==> config.mk <==
export PLATFORM = sky130hd
export DESIGN_NAME = chan_select_rr
export DESIGN_NICKNAME = d
export VERILOG_FILES = /design/src/rtl/alu_pkg.sv /design/src/rtl/chan_select_rr_arbiter.sv /design/src/rtl/chan_select_rr.sv
export SDC_FILE = /design/constraint.sdc
export NUM_CORES = 1
export LEC_CHECK = 0
export ABC_AREA = 1
export CAP_MARGIN = 40
export CELL_PAD_IN_SITES_DETAIL_PLACEMENT = 0
export CELL_PAD_IN_SITES_GLOBAL_PLACEMENT = 2
export CORE_MARGIN = 2
export CORE_UTILIZATION = 25
export CTS_CLUSTER_SIZE = 28
export DETAILED_ROUTE_END_ITERATION = 8
export GPL_TIMING_DRIVEN = 0
export PLACE_DENSITY = 0.91
export SLEW_MARGIN = 20
export SYNTH_ARGS = -nofsm -noshare
export SYNTH_HDL_FRONTEND = slang
export SYNTH_HIERARCHICAL = 1
export SYNTH_SLANG_ARGS = --single-unit
==> constraint.sdc <==
create_clock -name clk -period 7.7 [get_ports clk]
set_input_delay 0.77 -clock clk [delete_from_list [all_inputs] [get_ports clk]]
set_output_delay 0.77 -clock clk [all_outputs]
set_load 0.05 [all_outputs]
==> src/rtl/alu_pkg.sv <==
// Shared definitions for the ALU result-path selectors.
// Mode encodings and the parametrised-mux range check live here.
package alu_pkg;

   localparam logic MODE_DIRECT = 1'b0;
   localparam logic MODE_RR     = 1'b1;

   function automatic logic sel_out_of_range(input int sel, input int n);
      return sel >= n;
   endfunction

endpackage

==> src/rtl/chan_select_rr_arbiter.sv <==
// Combinational rotate-priority arbiter: grants the first request
// found after ptr, wrapping mod N.
module rr_arbiter #(
   parameter int N  = 6,
   localparam int SW = $clog2(N)
) (
   input  logic [N-1:0]  req,
   input  logic [SW-1:0] ptr,
   output logic [N-1:0]  gnt
);

   logic [2*N-1:0] w_dbl;
   logic [N-1:0]   w_rot;
   logic           w_found;
   int             w_idx;

   // Rotate so ptr+1 lands at bit 0, pick lowest, rotate the index back.
   always_comb begin
      w_dbl   = {req, req} >> (int'(ptr) + 1);
      w_rot   = w_dbl[N-1:0];
      gnt     = '0;
      w_found = 1'b0;
      w_idx   = 0;
      for (int k = 0; k < N; k++) begin
         if (!w_found && w_rot[k]) begin
            w_found = 1'b1;
            w_idx   = int'(ptr) + 1 + k;
            if (w_idx >= N) w_idx = w_idx - N;
            gnt     = {{(N-1){1'b0}}, 1'b1} << w_idx;
         end
      end
   end

endmodule

==> src/rtl/chan_select_rr.sv <==
// Registered N-channel selector: direct index or round-robin grant
// feeding a single valid/ready output stage.
module chan_select_rr
   import alu_pkg::*;
#(
   parameter int N  = 6,
   parameter int W  = 16,
   localparam int SW = $clog2(N)
) (
   input  logic          clk,
   input  logic          rst_n,
   input  logic [N*W-1:0] in_data,
   input  logic [N-1:0]  in_valid,
   output logic [N-1:0]  in_ready,
   input  logic          mode,
   input  logic [SW-1:0] sel,
   output logic [W-1:0]  out_data,
   output logic          out_valid,
   input  logic          out_ready,
   output logic [SW-1:0] out_chan,
   output logic          sel_err
);

   logic [W-1:0]  r_out_data;
   logic          r_out_valid;
   logic [SW-1:0] r_out_chan;
   logic          r_sel_err;
   logic [SW-1:0] r_ptr;

   logic          w_load_en;
   logic          w_sel_oob;
   logic [N-1:0]  w_rr_gnt;
   logic [N-1:0]  w_dir_gnt;
   logic [N-1:0]  w_gnt;
   logic [N-1:0]  w_acc;
   logic          w_xfer;
   logic [SW-1:0] w_idx;
   logic [W-1:0]  w_data;

   rr_arbiter #(.N(N)) u_arb (
      .req (in_valid),
      .ptr (r_ptr),
      .gnt (w_rr_gnt)
   );

   assign w_load_en = !r_out_valid || out_ready;
   assign w_sel_oob = sel_out_of_range(int'(sel), N);

   always_comb begin
      w_dir_gnt = '0;
      if (!w_sel_oob && in_valid[sel]) w_dir_gnt[sel] = 1'b1;
   end

   assign w_gnt    = (mode == MODE_RR) ? w_rr_gnt : w_dir_gnt;
   assign in_ready = w_gnt & {N{w_load_en}} & {N{rst_n}};
   assign w_acc    = in_ready & in_valid;
   assign w_xfer   = |w_acc;

   always_comb begin
      w_idx  = '0;
      w_data = '0;
      for (int i = 0; i < N; i++) begin
         if (w_acc[i]) begin
            w_idx  = SW'(i);
            w_data = in_data[i*W +: W];
         end
      end
   end

   always_ff @(posedge clk) begin
      if (!rst_n) begin
         r_out_data  <= '0;
         r_out_valid <= 1'b0;
         r_out_chan  <= '0;
         r_sel_err   <= 1'b0;
         r_ptr       <= SW'(N - 1);
      end else begin
         r_sel_err <= (mode == MODE_DIRECT) && w_sel_oob;
         if (w_xfer) begin
            r_out_data  <= w_data;
            r_out_chan  <= w_idx;
            r_out_valid <= 1'b1;
            if (mode == MODE_RR) r_ptr <= w_idx;
         end else if (out_ready) begin
            r_out_valid <= 1'b0;
         end
      end
   end

   assign out_data  = r_out_data;
   assign out_valid = r_out_valid;
   assign out_chan  = r_out_chan;
   assign sel_err   = r_sel_err;

endmodule

Yosys cells after proc, flatten, opt, wreduce, memory -nomap -nowiden:

Cells that the tools add are included.

* shift operators: 7
* magnitude comparators: 9
* multiplexer cells: 42
* add/subtract/negate cells: 12
* reductions and logical operators: 19
* bitwise logic cells: 4

Operators by type and width (count)
* two-way mux 32 bit: 12
* greater-or-equal comparator 32 x 4 -> 1 bit, second input constant: 6
* << shifter 1 x 32 -> 6 bit, first input constant: 6
* subtractor 32 x 4 -> 32 bit, second input constant: 6
* two-way mux 16 bit: 6
* adder 32 x 3 -> 32 bit, second input constant: 2
* adder 32 x 4 -> 32 bit, second input constant: 2
* two-way mux 6 bit: 8
* adder 32 x 2 -> 32 bit, second input constant: 1
* AND 6 bit: 3
* two-way mux 3 bit: 4
* right shift 12 x 4 -> 6 bit: 1
* two-way mux 1 bit: 10
* logical AND 1 bit: 8
* logical NOT 1 bit: 7
* OR reduction 6 bit: 1
* adder 3 x 1 -> 4 bit, second input constant: 1
* less-than comparator 3 x 4 -> 1 bit, second input constant: 1
* binary-select mux 1 bit (select 3 bit): 1
* demux 1 bit (select 3 bit): 1
* greater-or-equal comparator 3 x 1 -> 1 bit, second input constant: 1
* greater-or-equal comparator 3 bit, second input constant: 1
* AND reduction 2 bit: 1
* nonzero test 2 bit: 1
* 2 further kinds: 2

* output and inout port bits: 27
* input port bits: 109
* flip-flop bits (word level): 24
* logic and storage cells: 98

Depth between registers and ports, before layout:

Gate-level depths: netlist (run 1).

* word-level depth: 30
* gate-level depth with buffers: 33
* gate-level depth less buffers: 32

Modules after synthesis:

Netlist (run 1), hierarchy kept.

By module, submodules not included
* chan_select_rr: area an instance 2403.6 µm², cells each 445, times used 1, sequential area each 480.5 µm²
* rr_arbiter: area an instance 1894.3 µm², cells each 341, times used 1, sequential area each 0.0 µm²

Worst setup path before layout (run 1):

Ideal clock, no wire load.

* kind: register -> output
* from: register r_ptr[0]
* to: output port in_ready[3]
* data arrival time: 3546 ps
* path slack: 3384 ps
* path buffers: 2
* stages on the path, launching flop included: 21
* required time: 6930 ps
* cell sequence: dfxtp_1 -> buf_6 -> inv_6 -> buf_8 -> ha_1 -> inv_2 -> ha_1 -> nand2_1 -> nand3_1 -> nand2_4 -> inv_1 -> a21oi_1 -> ha_1 -> nand3_1 -> nand2_1 -> inv_1 -> nor2_1 -> nand4_1 -> nand4_1 -> nand2_1 -> a21oi_1

* word-level cells in the longest chain between the ends: 21

Ends and longest elaborated chain
* start, declared: RTL line chan_select_rr.sv:28 `logic [SW-1:0] r_ptr;`
* start signal, assigned: RTL line chan_select_rr.sv:76 `r_ptr <= SW'(N - 1);`
* start signal, assigned: RTL line chan_select_rr.sv:83 `if (mode == MODE_RR) r_ptr <= w_idx;`
* adder 3 x 1 -> 4 bit *: RTL line chan_select_rr_arbiter.sv:19, chan_select_rr_arbiter.sv:27
* branches (longest 16 deep; another with adder 32 x 2 -> 32 bit)
* two-way mux 6 bit *: RTL line chan_select_rr_arbiter.sv:25 `if (!w_found && w_rot[k]) begin`
* net w_rr_gnt[3]: RTL line chan_select_rr.sv:32 `logic [N-1:0] w_rr_gnt;`
* two-way mux 6 bit *: RTL line chan_select_rr.sv:54 `assign w_gnt = (mode == MODE_RR) ? w_rr_gnt : w_dir_gnt;`
* AND 6 bit * (2 in series): RTL line chan_select_rr.sv:55 `assign in_ready = w_gnt & {N{w_load_en}} & {N{rst_n}};`
* end, declared: RTL line chan_select_rr.sv:14 `output logic [N-1:0] in_ready,`

Mark *: on every way through the listed nets, which the timed path passes. The select of a mux whose other input is x is not followed.

Worst setup path after layout (run 1):

* from: register r_ptr[0]
* to: output port in_ready[2]

Same word-level chain as after synthesis.

==> results of run 1 <==
## cell usage after synthesis (all sizes together)
library cell / number
a21oi: 16
buf: 31
clkbuf: 4
clkinv: 2
dfxtp: 24
ha: 23
inv: 99
nand2: 254
nand3: 96
nand3b: 7
nand4: 34
nor2: 123
nor4: 1
o211ai: 1
o21a: 1
o21ai: 61
o21bai: 4
or2: 1
xor2: 4
## metrics by stage
step	hold WS, ns	area, um^2	setup WS [ns]
2_1_floorplan	0.5171	4298	3.384
3_3_place_gp	0.4741	5904	2.067
3_5_place_dp	0.4799	5904	2.093
4_1_cts	0.4943	6010	1.794
5_1_grt	0.5176	6012	1.424
6_report	0.4861	6012	1.835
## where the power goes
group	internal, W	total, W	switching [W]
clock	0.000103	0.000151	0.0000474
sequential	0.000151	0.000169	0.0000180
combinational	0.000360	0.00102	0.000658
total	0.000614	0.00134	0.000724
## layout make-up
type	instances	area share, %
clock inverters	1	0.4995
diodes	1	0.04162
well taps	220	4.579
flip-flops and latches	24	7.992
multi-input cells	626	52.88
inverters	101	6.514
clock buffers	3	1.249
plain buffers	35	4.100
repair buffers	133	22.14
## worst paths after layout
path	start	to	cells past startpoint	slack, ns
max	r_ptr[0]$_SDFFE_PN1P_	in_ready[2]	27	1.84
min	out_chan[2]$_SDFFE_PN0P_	out_chan[2]$_SDFFE_PN0P_	2	0.49
max reg2reg	r_ptr[0]$_SDFFE_PN1P_	out_data[5]$_SDFFE_PN0P_	31	3.01
min reg2reg	out_chan[2]$_SDFFE_PN0P_	out_chan[2]$_SDFFE_PN0P_	2	0.49
## worst max-delay path, cell delays in order, from the launching register on
cell and delay [ns]:
dfxtp_1 0.46, buf_6 0.21, inv_6 0.07, buf_8 0.16, ha_1 0.45, ha_1 0.35
nand2_2 0.12, nand2_1 0.10, inv_1 0.09, o21ai_0 0.08, inv_1 0.06, ha_1 0.19
nand3_1 0.17, nand2_1 0.15, nand2_1 0.06, nand2_1 0.09, nand3_2 0.10, nor2_2 0.11
nand2_1 0.06, nand2_1 0.07, nand2_1 0.07, nand4_1 0.09, nand2_1 0.10, nand2_4 0.13
clkbuf_1 0.33, nand2_1 0.09, inv_1 0.06, clkdlybuf4s50_1 0.80
## cell families after synthesis
logic type,Yosys count
simple gates,516
buf+inv,136
compound gates,83
flops,24
fa+ha+maj,23
xor+xnor,4
## per-layer routing
layer  vias up  track usage (%)
li1       2782                -
met1      2320            23.80
met2       114            31.61
met3        14            2.440
met4         0            2.951
met5         -                0
## registers in the layout, summed over array words and instances (netlist names)
signal and flops:
sel_err 1, out_valid 1, r_ptr 3, out_data 16
out_chan 3
==> results summary, run 1 <==
The run finished with clean final reports. The number of standard cells in the final layout excluding fillers is 1144. The cell count after placement came out at 1139. The number of nets with antenna violations after routing is 0.

Buffers inserted to repair hold after CTS numbered 0. The number of global-route vias before repair came out at 5107. The clock tree buffer depth is 2. The tree is rooted in a clkbuf_16. The met2 wirelength from detailed routing is 7.929 mm. The total wire length came out at 16.61 mm.

After synthesis, the share of cell area in mux cells is 0%. The critical path startpoint category is a register. The filler cells instantiated in the layout total 1919. The post-synthesis compound-gate area fraction came out at 10.36%. Entering global routing, the biggest net connects 15 pins. Counting every net in the synthesized netlist gives 918. The synthesized area divided by synthesized cell count is 5.468 um^2. The area of combinational cells with multiple inputs is 0.003179 mm^2. Across the run, the number of max-cap violations was 0. The routed layout has 5230 vias. The sum of negative setup slack is 0 ns. The routed wirelength normalized by instance count is 14.52 um. The die width is 135.1 um. Of the cells placed in the final design, the portion with a size suffix greater than 1 is 12.03%. Clock latency on the worst-skew pair, taken at its later pin, is 0.26 ns.

Summing internal, switching and leakage power gives 0.001338 W. The share of the cycle needed by the critical path after routing is 76.17%. The number of warnings issued by yosys is 6.

The highest metal layer carrying signal wires in the routed design is met4. The area growth from synthesis to layout is 39.88%. Setup repair after global routing left no endpoint under its margin.

The standard cell core area is 0.01670 mm^2. The ratio of total power to cell area is 222.5 mW/mm^2. The measured slew at the worst slew-check pin is 0.5933 ns. The sequential area share after synthesis is 11.18%. The worst clock skew is 0.001904 ns. Of all cell types, the one taking the most synthesized area is nand2_1. In the global route stage, overall resource usage came out at 17.99%. Registers take 480.5 um^2. At the end of routability-driven placement, the weighted congestion stood at 0.8564. The DRC violation total after the first TritonRoute iteration is 248. The first global-routing pass estimated 26.14 mm of wire. The synthesized-area fraction occupied by xor and xnor cells came out at 0.9898%.

The initial cell density of the core came out at 25.73%. After floorplanning, the core was divided into 47 placement rows. The most common library cell in the layout ignoring fill and taps is nand2_1.

The count of buffers inserted at the top-level ports came out at 133. The hold violation total from the final report is 0. The reported leakage power is 2.858 nW.

The number of unique standard cell types used by synthesis came out at 37. The number of primary I/O pins came out at 136. The highest attainable clock frequency came out at 170.5 MHz. In the layout the commonest cells are 233 x nand2_1, 133 x clkdlybuf4s50_1, 108 x nor2_1, 85 x nand3_1, 76 x inv_1.

After clock tree synthesis, the repair step resized 0 gates. The die is 135.1 um tall. The DRC violation count after routing came out at 0. Clock-pin slew was measured on the worst setup and hold paths at 0.07 ns. The length of routed met3 wiring is 601 um. After detailed routing, the number of vias per cell comes to 4.572. The post-CTS setup-driven buffer insertion count is 0. The TritonCTS buffer count is 3.

The largest driver fanout on the critical path is 13. CTS built an H-tree with a depth of 1. The sum of net half-perimeters after detailed placement is 14.19 mm. The synthesized instance count came out at 786. The type of destination of the critical path is an output port. The critical path required time came out at 6.93 ns.

The headroom to the max-slew limit is 60.32%. The number of flip-flops and latches in the synthesized netlist is 24. For this run, the post-layout net count is 1056.

The worst hold path belongs to the class register to register. The maximum VDD drop came out at 0.1190 mV. The final number of max-transition violations came to 0. The final critical-path required period came out at 5.865 ns. The synthesized netlist occupies a cell area of 0.004298 mm^2. By area, the combinational part of the netlist is dominated by simple AND/OR/NAND/NOR gates. The initial antenna violation count was 1. The adder-cell area share of the yosys netlist is 6.696%. The clock drives 24 sinks. The die area came out at 0.01826 mm^2.

Setup violations remaining at the end of the flow were counted as 0. The synthesized netlist devotes 55.92% of its cell area to simple gates. TritonCTS built the clock tree. The area share of the largest cell type after synthesis is 20.35%. The final design utilization came out at 36.00%.

STA puts the critical path data arrival time at 5.09 ns. The worst setup path is of the register to output port kind. The detailed router put a total of 7.848 mm of wire on met1.

Ranked by total cell area, the synthesized netlist is headed by nand2_1 20%, dfxtp_1 11%, nand3_1 9.9%. The total overflow reported by the global router is 0. The number of search-and-repair iterations in the first detailed-routing pass is 5.
Power figures use the tool's default switching activity.
==> run 2, diff against run 1 <==
--- a/config.mk
+++ b/config.mk
@@ -10,11 +10,11 @@
 export CELL_PAD_IN_SITES_DETAIL_PLACEMENT = 0
 export CELL_PAD_IN_SITES_GLOBAL_PLACEMENT = 2
 export CORE_MARGIN = 2
-export CORE_UTILIZATION = 25
+export CORE_UTILIZATION = 21
 export CTS_CLUSTER_SIZE = 28
 export DETAILED_ROUTE_END_ITERATION = 8
 export GPL_TIMING_DRIVEN = 0
-export PLACE_DENSITY = 0.91
+export PLACE_DENSITY = 0.82
 export SLEW_MARGIN = 20
 export SYNTH_ARGS = -nofsm -noshare
 export SYNTH_HDL_FRONTEND = slang
==> constraint.sdc (replaced) <==
create_clock -name clk -period 5.3 [get_ports clk]
set_input_delay 0.53 -clock clk [delete_from_list [all_inputs] [get_ports clk]]
set_output_delay 0.53 -clock clk [all_outputs]
set_load 0.05 [all_outputs]
==> run 2 against run 1 <==
Clock power is 43% higher. Critical path depth shrank 3. Worst setup slack got worse by 1.5 ns. Register-to-register slack got worse by 2.4 ns. Combinational power is 45% higher. Via count shrank 1.1%. Worst hold slack gained 0.0050 ns. Clock skew up 0.0089 ns. First-iteration DRC count increased by 0.81%. Sequential power rose by 46%. Sequential share of layout area shrank 0.058 points.
==> results summary, run 2 (synthesis results as in run 1) <==
Walking the worst path, the cells encountered are buf_6 > inv_6 > buf_8 > ha_1 > ha_1 > nand2_2 > nand2_1 > inv_1 > o21ai_0 > inv_1 > ha_1 > nand3_1 > nand2_1 > nand2_1 > nand2_1 > nand3_1 > o21bai_1 > nor2_1 > nand4_1 > inv_1 > o21ai_1 > inv_1 > nor2_1 > dlygate4sd2_1. The DRC violation count after routing came out at 0 (unchanged). The library cell used most frequently in the layout, excluding fill and tap cells, is nand2_1. The run finished with clean final reports. The worst hold path stage count was 2 (unchanged).

The worst hold-check path type is register to register. The final critical-path required period came out at 4.926 ns. Setup repair after global routing left no endpoint under its margin. The buffer and inverter count on the worst path is 8 (unchanged).

The die width is 147.1 um (+8.8%). The die area came to 0.02163 mm^2 (+18%). The sum of net half-perimeters after detailed placement came out at 14.63 mm (+3.1%). The proportion of total power due to net switching came out at 54.18% (+0.095 points). The sink count of the clock tree is 24 (unchanged).

The global-route usage over all layers is 15.52% (-2.5 points). The DRC violation total after the first TritonRoute iteration is 250 (+0.81%). The largest driver fanout on the critical path came out at 13 (unchanged).

The internal power is 0.0008894 W (+45%). The ratio of total power to cell area is 319.7 mW/mm^2 (+44%). The standard cell core area is 0.02017 mm^2 (+21%).

The routed via count came out at 5174 (-1.1%). From synthesis to final layout, the design area changed by 41.28%. The slack of the worst reg-to-reg path is 0.64 ns (-2.37 ns). The final worst setup slack came out at 0.3741 ns (-1.461 ns). The post-placement setup slack came to -0.05460 ns (-2.147 ns). The biggest cell delay along the critical path is 0.57 ns (-0.23 ns).

The count of H-tree levels built during CTS was 1 (unchanged). The number of vias per cell after detailed routing is 4.341 (-5.1%). The total wire length came out at 17.10 mm (+2.9%). The number of global-route vias before repair came to 5186 (+1.5%). The clock insertion delay at the later pin of the skew report is 0.26 ns (about the same). The headroom to the max-slew limit is 60.28% (about the same). The critical path depth in cells came out at 24 (-11%). The height of the chip came out at 147.1 um (+8.8%). The critical path data arrival time came out at 4.40 ns (-0.69 ns). The worst hold path begins at out_chan[1]$_SDFFE_PN0P_. The hold violation total from the final report came out at 0 (unchanged). In the layout the commonest cells are 233 x nand2_1, 127 x clkdlybuf4s50_1, 108 x nor2_1, 85 x nand3_1, 76 x inv_1. The logic depth of the worst register-to-register path is 32 (+3.2%). By startpoint and endpoint, the worst setup path is classified as register to output port. The highest attainable clock frequency is 203.0 MHz. The global-route wire length before repair was 27.05 mm (+3.5%). The setup-violating endpoint count in the final report is 0 (unchanged). The clock network power share came out at 11.1% (-0.2 points). The floorplan row count is 52 (+11%). TritonCTS built the clock tree. The total of max-cap violations came out at 0 (unchanged). The number of nets with antenna violations after routing is 0 (unchanged).

The number of flip-flops under the largest register name came out at 16 (unchanged). The maximum VDD drop is 0.1300 mV (+9.2%). The measured slew at the worst slew-check pin was 0.5948 ns (+0.001533 ns). The share of final-layout standard cells stronger than drive strength 1 is 12.36% (+0.34 points). STA classifies the critical path startpoint as a register.

STA classifies the critical path endpoint as an output port. The count of buffers inserted at the top-level ports is 133 (unchanged). The cell family contributing the most delay on the critical path is buffers and inverters. The critical path required time is 4.77 ns (-2.16 ns). The number of primary I/O pins was 136 (unchanged). The relative contribution of combinational cells to total power came out at 76.1% (about the same). The origin of the critical flop-to-flop path is r_ptr[0]$_SDFFE_PN1P_. The sum of negative setup slack came out at 0 ns (unchanged). The routed wirelength normalized by instance count came to 14.34 um (-1.2%). The count of filler cells inserted in the layout is 2345 (+22%).

The initial antenna violation count came to 0 (-1). The slowest stage of the critical path is the dlygate4sd2_1 cell. The initial cell density of the core is 21.31% (-4.4 points). The total overflow reported by the global router is 0 (unchanged).

The final design utilization is 30.11% (-5.9 points). The final number of max-transition violations is 0 (unchanged). The clock tree root driver cell is clkbuf_16.

The clock transition at the registers of the reported paths is 0.07 ns (about the same). The maximum number of pins on one net before global-route repair was 15 (unchanged). In this run the critical register-to-register path is captured at out_data[9]$_SDFFE_PN0P_. The reported leakage power came out at 2.917 nW (+2.1%). The clock tree buffer depth is 2 (unchanged). The share of total power in sequential cells is 12.7% (about the same). The TritonCTS buffer count came to 3 (unchanged). The switching power of the nets came out at 0.001052 W (+45%). The antenna diode count came out at 0 (-1).

The count of nets after finishing came out at 1055 (-0.095%). The number of search-and-repair iterations in the first detailed-routing pass came out at 4 (-1). The routability congestion estimate from global placement came out at 0.8456 (-1.3%). The worst clock skew came out at 0.01080 ns (+0.008894 ns).

The power after layout is 0.001941 W (+45%). The hold-critical path endpoint is out_chan[1]$_SDFFE_PN0P_. In the finished design, the share of the clock period the worst path needs comes to 92.94%.
[run 2: cell types whose count changed in the layout (fill, tap and decap cells not counted), sizes merged]
cell and change:
dlygate4sd2 +1, dlymetal6s2s +3, diode -1, clkdlybuf4s50 -6, clkdlybuf4s15 +1
[run 2: metrics by stage]
stage                     hold WS (ns)  area [um^2]  cells
after floorplan                 0.5171         4298    786
after global placement          0.4701         5967   1189
after detailed placement        0.4810         5967   1189
after CTS                       0.4977         6071   1193
after global routing            0.5026         6072   1192
final                           0.4912         6072   1192
[run 2: worst register-to-register path, delay by kind of cell (launching register included)]
family | cells | cell delay, ns
buf+inv | 9 | 1.03
flops | 1 | 0.39
compound gates | 4 | 0.51
fa+ha+maj | 3 | 1.00
simple gates | 16 | 1.64
[run 2: final cells by class]
class                      instances  area (um^2)  share of cell area (%)
buffer                            34        242.7                   3.998
clock buffer                       3        75.07                   1.236
clock inverter                     1        30.03                  0.4945
inverter                         101        391.6                   6.450
multi-input combinational        626         3179                   52.36
sequential                        24        481.7                   7.933
tap                              270        337.8                   5.564
timing repair buffer             133         1334                   21.97
[run 2: repair_timing]
action / in CTS / in global routing
endpoints found under the setup margin: 3 / 6
gates resized for setup: 5 / 6
setup buffers: 0 / 0
hold buffers: 0 / 0
[run 2: worst max-delay path by stage]
stage	start	to	slack (ns)
after floorplan	r_ptr[0]$_SDFFE_PN1P_	in_ready[3]	1.22
after detailed placement	r_ptr[0]$_SDFFE_PN1P_	in_ready[2]	-0.05
final	r_ptr[0]$_SDFFE_PN1P_	in_ready[1]	0.37
after global routing	r_ptr[0]$_SDFFE_PN1P_	in_ready[1]	0.03
after global placement	r_ptr[0]$_SDFFE_PN1P_	in_ready[2]	-0.15
after CTS	r_ptr[0]$_SDFFE_PN1P_	in_ready[3]	0.02
[run 2: layer usage]
metal / vias up / track usage (%) / wire [um]
li1: 2780 / - / -
met1: 2273 / 19.80 / 7747
met2: 111 / 27.71 / 8220
met3: 10 / 3.385 / 966
met4: 0 / 1.635 / 162
met5: - / 0 / 0
[run 2: power by group through the flow]
| stage | clock [W] | combinational, W | sequential [W] |
|---|---|---|---|
| 6_report | 0.000216 | 0.00148 | 0.000247 |
| 5_1_grt | 0.000225 | 0.00165 | 0.000252 |
| 4_1_cts | 0.000220 | 0.00149 | 0.000247 |
| 3_5_place_dp | 0 | 0.00148 | 0.000250 |
| 3_3_place_gp | 0 | 0.00149 | 0.000250 |
| 2_1_floorplan | 0 | 0.000951 | 0.000363 |
